### src/rtl/riscv_pkg.sv
// Shared RISC-V definitions for the memory stage: funct3 encodings, LSU FSM states,
// and the lane helpers that turn size and offset into byte enables and store data.
package riscv_pkg;

   localparam logic [2:0] F3_LB  = 3'b000;
   localparam logic [2:0] F3_LH  = 3'b001;
   localparam logic [2:0] F3_LW  = 3'b010;
   localparam logic [2:0] F3_LBU = 3'b100;
   localparam logic [2:0] F3_LHU = 3'b101;
   localparam logic [2:0] F3_SB  = 3'b000;
   localparam logic [2:0] F3_SH  = 3'b001;
   localparam logic [2:0] F3_SW  = 3'b010;

   typedef enum logic [1:0] {
      IDLE = 2'd0,
      REQ  = 2'd1,
      RESP = 2'd2,
      DONE = 2'd3
   } lsu_state_t;

   // funct3[1:0] = 11 never comes out of the decoder and is handled as a word access.
   function automatic logic is_aligned(input logic [2:0] f3, input logic [1:0] off);
      logic ok;
      case (f3[1:0])
         2'b00:   ok = 1'b1;
         2'b01:   ok = ~off[0];
         default: ok = (off == 2'b00);
      endcase
      return ok;
   endfunction

   function automatic logic [3:0] byte_en(input logic [2:0] f3, input logic [1:0] off);
      logic [3:0] be;
      case (f3[1:0])
         2'b00:   be = 4'b0001 << off;
         2'b01:   be = 4'b0011 << {off[1], 1'b0};
         default: be = 4'b1111;
      endcase
      return be;
   endfunction

   function automatic logic [31:0] lane_data(input logic [2:0] f3, input logic [31:0] rs2);
      logic [31:0] d;
      case (f3[1:0])
         2'b00:   d = {4{rs2[7:0]}};
         2'b01:   d = {2{rs2[15:0]}};
         default: d = rs2;
      endcase
      return d;
   endfunction

endpackage

### src/rtl/lsu_load_align.sv
// Picks the addressed byte/halfword out of a loaded word and sign- or zero-extends it.
module lsu_load_align
   import riscv_pkg::*;
(
   input  logic [31:0] rdata,
   input  logic [1:0]  offset,
   input  logic [2:0]  funct3,
   output logic [31:0] wb_data
);

   logic [7:0]  byte_s;
   logic [15:0] half_s;
   logic        sext_s;

   // Lane select followed by extension; funct3[2] marks the unsigned variants.
   always_comb begin
      case (offset)
         2'd0:    byte_s = rdata[7:0];
         2'd1:    byte_s = rdata[15:8];
         2'd2:    byte_s = rdata[23:16];
         2'd3:    byte_s = rdata[31:24];
         default: byte_s = 8'h00;
      endcase
      if (offset[1]) begin
         half_s = rdata[31:16];
      end else begin
         half_s = rdata[15:0];
      end
      sext_s = ~funct3[2];
      case (funct3[1:0])
         2'b00:   wb_data = {{24{byte_s[7] & sext_s}}, byte_s};
         2'b01:   wb_data = {{16{half_s[15] & sext_s}}, half_s};
         default: wb_data = rdata;
      endcase
   end

endmodule

### src/rtl/lsu_stage.sv
// Memory-stage load/store unit: one request/grant/response transaction per memory
// instruction, with the pipeline held until the transaction completes.
module lsu_stage
   import riscv_pkg::*;
#(
   parameter int XLEN    = 32,
   parameter int DMEM_AW = 30
) (
   input  logic               clk,
   input  logic               rst_n,
   input  logic               in_valid,
   input  logic               in_load,
   input  logic               in_store,
   input  logic [2:0]         in_funct3,
   input  logic [XLEN-1:0]    in_addr,
   input  logic [XLEN-1:0]    in_wdata,
   input  logic [4:0]         in_rd,
   input  logic               flush,
   output logic               dmem_req,
   output logic               dmem_we,
   output logic [DMEM_AW-1:0] dmem_addr,
   output logic [3:0]         dmem_be,
   output logic [XLEN-1:0]    dmem_wdata,
   input  logic               dmem_gnt,
   input  logic               dmem_rvalid,
   input  logic [XLEN-1:0]    dmem_rdata,
   output logic               lsu_stall,
   output logic               wb_valid,
   output logic [4:0]         wb_rd,
   output logic [XLEN-1:0]    wb_data,
   output logic               misalign,
   output logic [XLEN-1:0]    misalign_addr
);

   lsu_state_t         state_r, state_nxt_s;
   logic               mem_op_s, aligned_s, accept_s, fault_s, resp_hit_s;
   logic               req_s, stall_s;
   logic               we_r;
   logic [DMEM_AW-1:0] addr_r;
   logic [3:0]         be_r;
   logic [XLEN-1:0]    wdata_r;
   logic [2:0]         funct3_r;
   logic [1:0]         off_r;
   logic [4:0]         rd_r;
   logic               wb_valid_r, misalign_r;
   logic [4:0]         wb_rd_r;
   logic [XLEN-1:0]    wb_data_r, misalign_addr_r, align_s;

   assign mem_op_s   = in_valid & (in_load | in_store) & ~flush;
   assign aligned_s  = is_aligned(in_funct3, in_addr[1:0]);
   assign accept_s   = (state_r == IDLE) & mem_op_s & aligned_s;
   assign fault_s    = (state_r == IDLE) & mem_op_s & ~aligned_s;
   assign resp_hit_s = (state_r == RESP) & dmem_rvalid;

   lsu_load_align u_align (
      .rdata   (dmem_rdata),
      .offset  (off_r),
      .funct3  (funct3_r),
      .wb_data (align_s)
   );

   // FSM state register.
   always_ff @(posedge clk or negedge rst_n) begin
      if (!rst_n) begin
         state_r <= IDLE;
      end else begin
         state_r <= state_nxt_s;
      end
   end

   // FSM next-state logic; once in REQ or RESP the bus transaction always runs to completion.
   always_comb begin
      state_nxt_s = state_r;
      case (state_r)
         IDLE: begin
            if (accept_s) state_nxt_s = REQ;
            else          state_nxt_s = IDLE;
         end
         REQ: begin
            if (dmem_gnt) state_nxt_s = we_r ? DONE : RESP;
            else          state_nxt_s = REQ;
         end
         RESP: begin
            if (dmem_rvalid) state_nxt_s = DONE;
            else             state_nxt_s = RESP;
         end
         DONE:    state_nxt_s = IDLE;
         default: state_nxt_s = IDLE;
      endcase
   end

   // FSM outputs: request follows the state register so reset drops it immediately.
   always_comb begin
      req_s   = 1'b0;
      stall_s = 1'b0;
      case (state_r)
         IDLE:    stall_s = accept_s;
         REQ: begin
            req_s   = 1'b1;
            stall_s = 1'b1;
         end
         RESP:    stall_s = 1'b1;
         DONE:    stall_s = 1'b0;
         default: stall_s = 1'b0;
      endcase
   end

   // Transaction capture, writeback and misalign registers.
   always_ff @(posedge clk or negedge rst_n) begin
      if (!rst_n) begin
         we_r            <= 1'b0;
         addr_r          <= '0;
         be_r            <= 4'b0000;
         wdata_r         <= '0;
         funct3_r        <= 3'b000;
         off_r           <= 2'b00;
         rd_r            <= 5'd0;
         wb_valid_r      <= 1'b0;
         wb_rd_r         <= 5'd0;
         wb_data_r       <= '0;
         misalign_r      <= 1'b0;
         misalign_addr_r <= '0;
      end else begin
         if (accept_s) begin
            we_r     <= in_store;
            addr_r   <= in_addr[XLEN-1:XLEN-DMEM_AW];
            be_r     <= byte_en(in_funct3, in_addr[1:0]);
            wdata_r  <= lane_data(in_funct3, in_wdata);
            funct3_r <= in_funct3;
            off_r    <= in_addr[1:0];
            rd_r     <= in_rd;
         end
         wb_valid_r <= resp_hit_s;
         if (resp_hit_s) begin
            wb_data_r <= align_s;
            wb_rd_r   <= rd_r;
         end
         misalign_r <= fault_s;
         if (fault_s) begin
            misalign_addr_r <= in_addr;
         end
      end
   end

   assign dmem_req      = req_s;
   assign dmem_we       = we_r;
   assign dmem_addr     = addr_r;
   assign dmem_be       = be_r;
   assign dmem_wdata    = wdata_r;
   assign lsu_stall     = stall_s;
   assign wb_valid      = wb_valid_r;
   assign wb_rd         = wb_rd_r;
   assign wb_data       = wb_data_r;
   assign misalign      = misalign_r;
   assign misalign_addr = misalign_addr_r;

endmodule

### config.mk
export PLATFORM = sky130hd
export DESIGN_NAME = lsu_stage
export DESIGN_NICKNAME = d
export VERILOG_FILES = /design/src/rtl/riscv_pkg.sv /design/src/rtl/lsu_load_align.sv /design/src/rtl/lsu_stage.sv
export SDC_FILE = /design/constraint.sdc
export NUM_CORES = 1
export LEC_CHECK = 0
export BUFFER_PORTS_ARGS = -buffer_cell sky130_fd_sc_hd__buf_2
export CAP_MARGIN = 20
export CORE_ASPECT_RATIO = 0.9
export CORE_MARGIN = 2
export CORE_UTILIZATION = 49
export DETAILED_ROUTE_END_ITERATION = 6
export GPL_ROUTABILITY_DRIVEN = 0
export GPL_TIMING_DRIVEN = 0
export PLACE_DENSITY = 0.8
export SLEW_MARGIN = 15
export SYNTH_ARGS = -nofsm -noshare
export SYNTH_HDL_FRONTEND = slang
export SYNTH_SLANG_ARGS = --single-unit
### constraint.sdc
create_clock -name clk -period 1.98 [get_ports clk]
set_input_delay 0.099 -clock clk [delete_from_list [all_inputs] [get_ports clk]]
set_output_delay 0.099 -clock clk [all_outputs]
set_load 0.02 [all_outputs]
==> load_flow_metrics.sql <==
INSERT INTO impl_metrics (metric_group, metric, value, unit) VALUES
('drt', 'ant_nets', '0', ''),
('floorplan', 'ios', '252', ''),
('cts', 'clock_tree_from_tritoncts', 'done', ''),
('sta', 'final.setup.tns', '0', 'ns'),
('floorplan', 'row_count', '40', ''),
('cts', 'cts-root-buf', 'clkbuf_16', ''),
('power', 'power.ir.vdd_worst', '911', 'uV'),
('cts', 'clk-insertion-delay-late', '0.42', 'ns'),
('critical_path', 'cp-start-kind', 'flip-flop', ''),
('layout', 'nNetsFinal', '973', ''),
('synthesis', 'synth_area_leader_cell', 'dfrtp_1', ''),
('synthesis', 'postSynthNetCount', '645', ''),
('synthesis', 'yosysMostFrequentCell', 'dfrtp_1', ''),
('power', 'p_sw_frac', '0.383', ''),
('synthesis', 'post_synth.cell_area_avg', '12.7', 'um2'),
('drt', 'viasPerCell', '5.53', ''),
('drt', 'via_count', '5749', ''),
('critical_path', 'origin_of_the_worst_setup_path', 'state_r[0]$_DFF_PN0_', ''),
('placed_design', 'placedCellCount', '946', ''),
('sta', 'finalCriticalPeriod', '1.88', 'ns'),
('sta', 'report.final.setup_viol', '0', ''),
('cts', 'cts_buffer_depth', '2', ''),
('layout', 'area_delta_synth_final', '41.1', '%'),
('critical_path', 'path_class', 'flip-flop to output port', ''),
('synthesis', 'synthDominantCellAreaShare', '0.559', ''),
('sta', 'final_report_hold_violation_count', '0', ''),
('synthesis', 'synth-edff-count', '0', ''),
('power', 'power_per_cell_area', '1550', 'mW/mm2'),
('floorplan', 'die_area', '0.0147', 'mm2'),
('placed_design', 'portBuffers', '247', ''),
('layout', 'layout-drive-gt1-share', '0.496', ''),
('outcome', 'run_status', 'finished, final reports clean', ''),
('synthesis', 'synth-seq-cells', '150', ''),
('layout', 'final.fill_count', '867', ''),
('cts', 'htree_levels', '4', ''),
('layout', 'util_after_layout', '0.709', ''),
('power', 'power.share.combinational', '0.404', ''),
('power', 'sequentialPowerShare', '0.351', ''),
('floorplan', 'die_x', '127', 'um'),
('cts', 'numCtsBuffers', '17', ''),
('sta', 'rsz0062_at_grt', 'no', ''),
('power', 'internal_power', '9.05', 'mW'),
('critical_path', 'critical_path.max_fanout', '5', ''),
('floorplan', 'initial_utilization', '0.502', ''),
('floorplan', 'floorplan.die.height', '115', 'um'),
('critical_path', 'critPathCapture', 'lsu_stall', ''),
('synthesis', 'synth.yosys.seq_area_share', '0.559', ''),
('sta', 'timing_worst_slew_pin_value', '0.581', 'ns'),
('synthesis', 'async_reset_ff_frac', '1.00', ''),
('drt', 'routed_wirelength', '20.0', 'mm'),
('sta', 'maxSlewHeadroom', '0.613', ''),
('synthesis', 'gate_count_after_technology_mapping', '530', ''),
('drt', 'initialDrtViolationCount', '379', ''),
('critical_path', 'endpoint_kind', 'output port', ''),
('synthesis', 'synth_cell_type_count', '45', ''),
('drt', 'route.detailed.drc', '0', ''),
('critical_path', 'critical_path_arrival', '1.78', 'ns'),
('grt', 'number_of_antenna_violations_at_the_first_check_in_global_routing', '0', ''),
('power', 'clkPwrFrac', '0.245', ''),
('critical_path', 'worstPathRequired', '1.88', 'ns'),
('sta', 'min_period_over_period', '0.950', ''),
('cts', 'cts_sinks', '150', ''),
('grt', 'grt_first_pass_wirelength', '31.2', 'mm'),
('power', 'cellLeakagePower', '4.53', 'nW'),
('sta', 'timing.clock.skew', '0.00669', 'ns'),
('critical_path', 'regToRegStartpoint', 'state_r[0]$_DFF_PN0_', ''),
('sta', 'max_freq', '532', 'MHz'),
('critical_path', 'reg2reg_depth', '6', ''),
('critical_path', 'r2r_end', 'dmem_addr[6]$_DFFE_PN0P_', ''),
('synthesis', 'post_synth_most_frequent_cells', 'dfrtp_1 (150), mux2_2 (107), a21oi_1 (35), nand2_1 (35), nor2_1 (33)', ''),
('grt', 'grt_max_degree', '78', '');
## worst min-delay path by stage
stage / start / depth (start not counted) / slack [ns] / end
2_1_floorplan: rst_n / 0 / -0.20 / async pin
3_3_place_gp: in_rd[3] / 2 / 0.32 / rd_r[3]$_DFFE_PN0P_
3_5_place_dp: rst_n / 1 / 0.10 / dmem_addr[24]$_DFFE_PN0P_
4_1_cts: dmem_rdata[19] / 3 / 0.0005 / wb_data[19]$_DFFE_PN0P_
5_1_grt: dmem_rdata[19] / 3 / 0.02 / wb_data[19]$_DFFE_PN0P_
6_report: dmem_rdata[18] / 3 / 0.02 / wb_data[18]$_DFFE_PN0P_
## area by class of cell
class | count | area, um2 | share of cell area
buffer | 34 | 216 | 0.0229
clock buffer | 20 | 457 | 0.0482
clock inverter | 12 | 200 | 0.0211
inverter | 7 | 30.0 | 0.00317
multi-input combinational | 340 | 2740 | 0.290
sequential | 150 | 3750 | 0.396
tap | 168 | 210 | 0.0222
timing repair buffer | 308 | 1860 | 0.197
## cells in the final DEF, fill, tap and decap left out, types with 14 or more instances in the layout
cell           count
mux2_1            14
mux2i_1           19
dlygate4sd3_1     55
nor2_1            33
nand2_1           34
mux2_2           107
buf_2            254
clkbuf_1          14
o21ai_0           18
clkbuf_16         17
dfrtp_1          150
a21oi_1           35
## power by group through the flow
| stage | registers, mW | logic (mW) | clock network, mW |
|---|---|---|---|
| floorplan | 6.66 | 2.09 | 0 |
| global placement | 5.06 | 5.59 | 0 |
| detailed placement | 5.17 | 5.76 | 0 |
| CTS | 5.13 | 5.90 | 3.63 |
| global route | 5.31 | 6.30 | 3.77 |
| finish | 5.15 | 5.92 | 3.59 |
## metal layers
layer,up-vias,track usage,wire [um],part of all wire
li1,2556,-,-,-
met1,2840,0.321,7740,0.39
met2,305,0.493,10300,0.51
met3,48,0.0758,1500,0.075
met4,0,0.102,450,0.023
met5,-,0,0,0
## logic make-up (layout without fill, tap and decap cells)
kind of cell	count (synthesis)	in the layout	synth area share
XOR/XNOR	2	2	0.00261
adder cells (fa/ha/maj)	3	3	0.00559
flip-flops	150	150	0.559
buffers and inverters	41	381	0.0362
AND/OR/NAND/NOR	89	90	0.0617
multiplexers	140	140	0.231
AO/OA/AOI/OAI	105	105	0.103
## stage by stage
stage               hold WS (ns)  instance area (um2)  setup slack, ns
floorplan                 -0.197                 6710            0.165
detailed placement         0.104                 8200           -0.127
global route              0.0201                 9470           0.0177
global placement           0.318                 8160            -1.17
finish                    0.0174                 9470           0.0987
CTS                     0.000506                 9450           0.0332
## repair_timing
action | CTS | global route
setup endpoints to repair | 71 | 90
pin swaps | 2 | 1
hold buffers | 55 | 0
hold endpoints to repair | 157 | 0
gates resized for setup | 1 | 3
setup buffers | 3 | 2
cloned | 1 | 0
## worst max-delay path, stage by stage (launching register included)
cell       delay [ns]
dfrtp_1          0.40
inv_1            0.11
ha_2             0.24
o2111ai_4        0.22
o22ai_1          0.19
buf_2            0.21
## flip-flops by register name, summed over array words and instances, names as in the netlist, named ones only
name / cells
wb_valid: 1
dmem_wdata: 32
state_r: 1
wb_rd: 5
rd_r: 5
funct3_r: 3
dmem_addr: 30
misalign: 1
dmem_be: 4
dmem_we: 1
wb_data: 32
off_r: 2
misalign_addr: 32
Note: power is estimated with default switching activity, not from simulation.
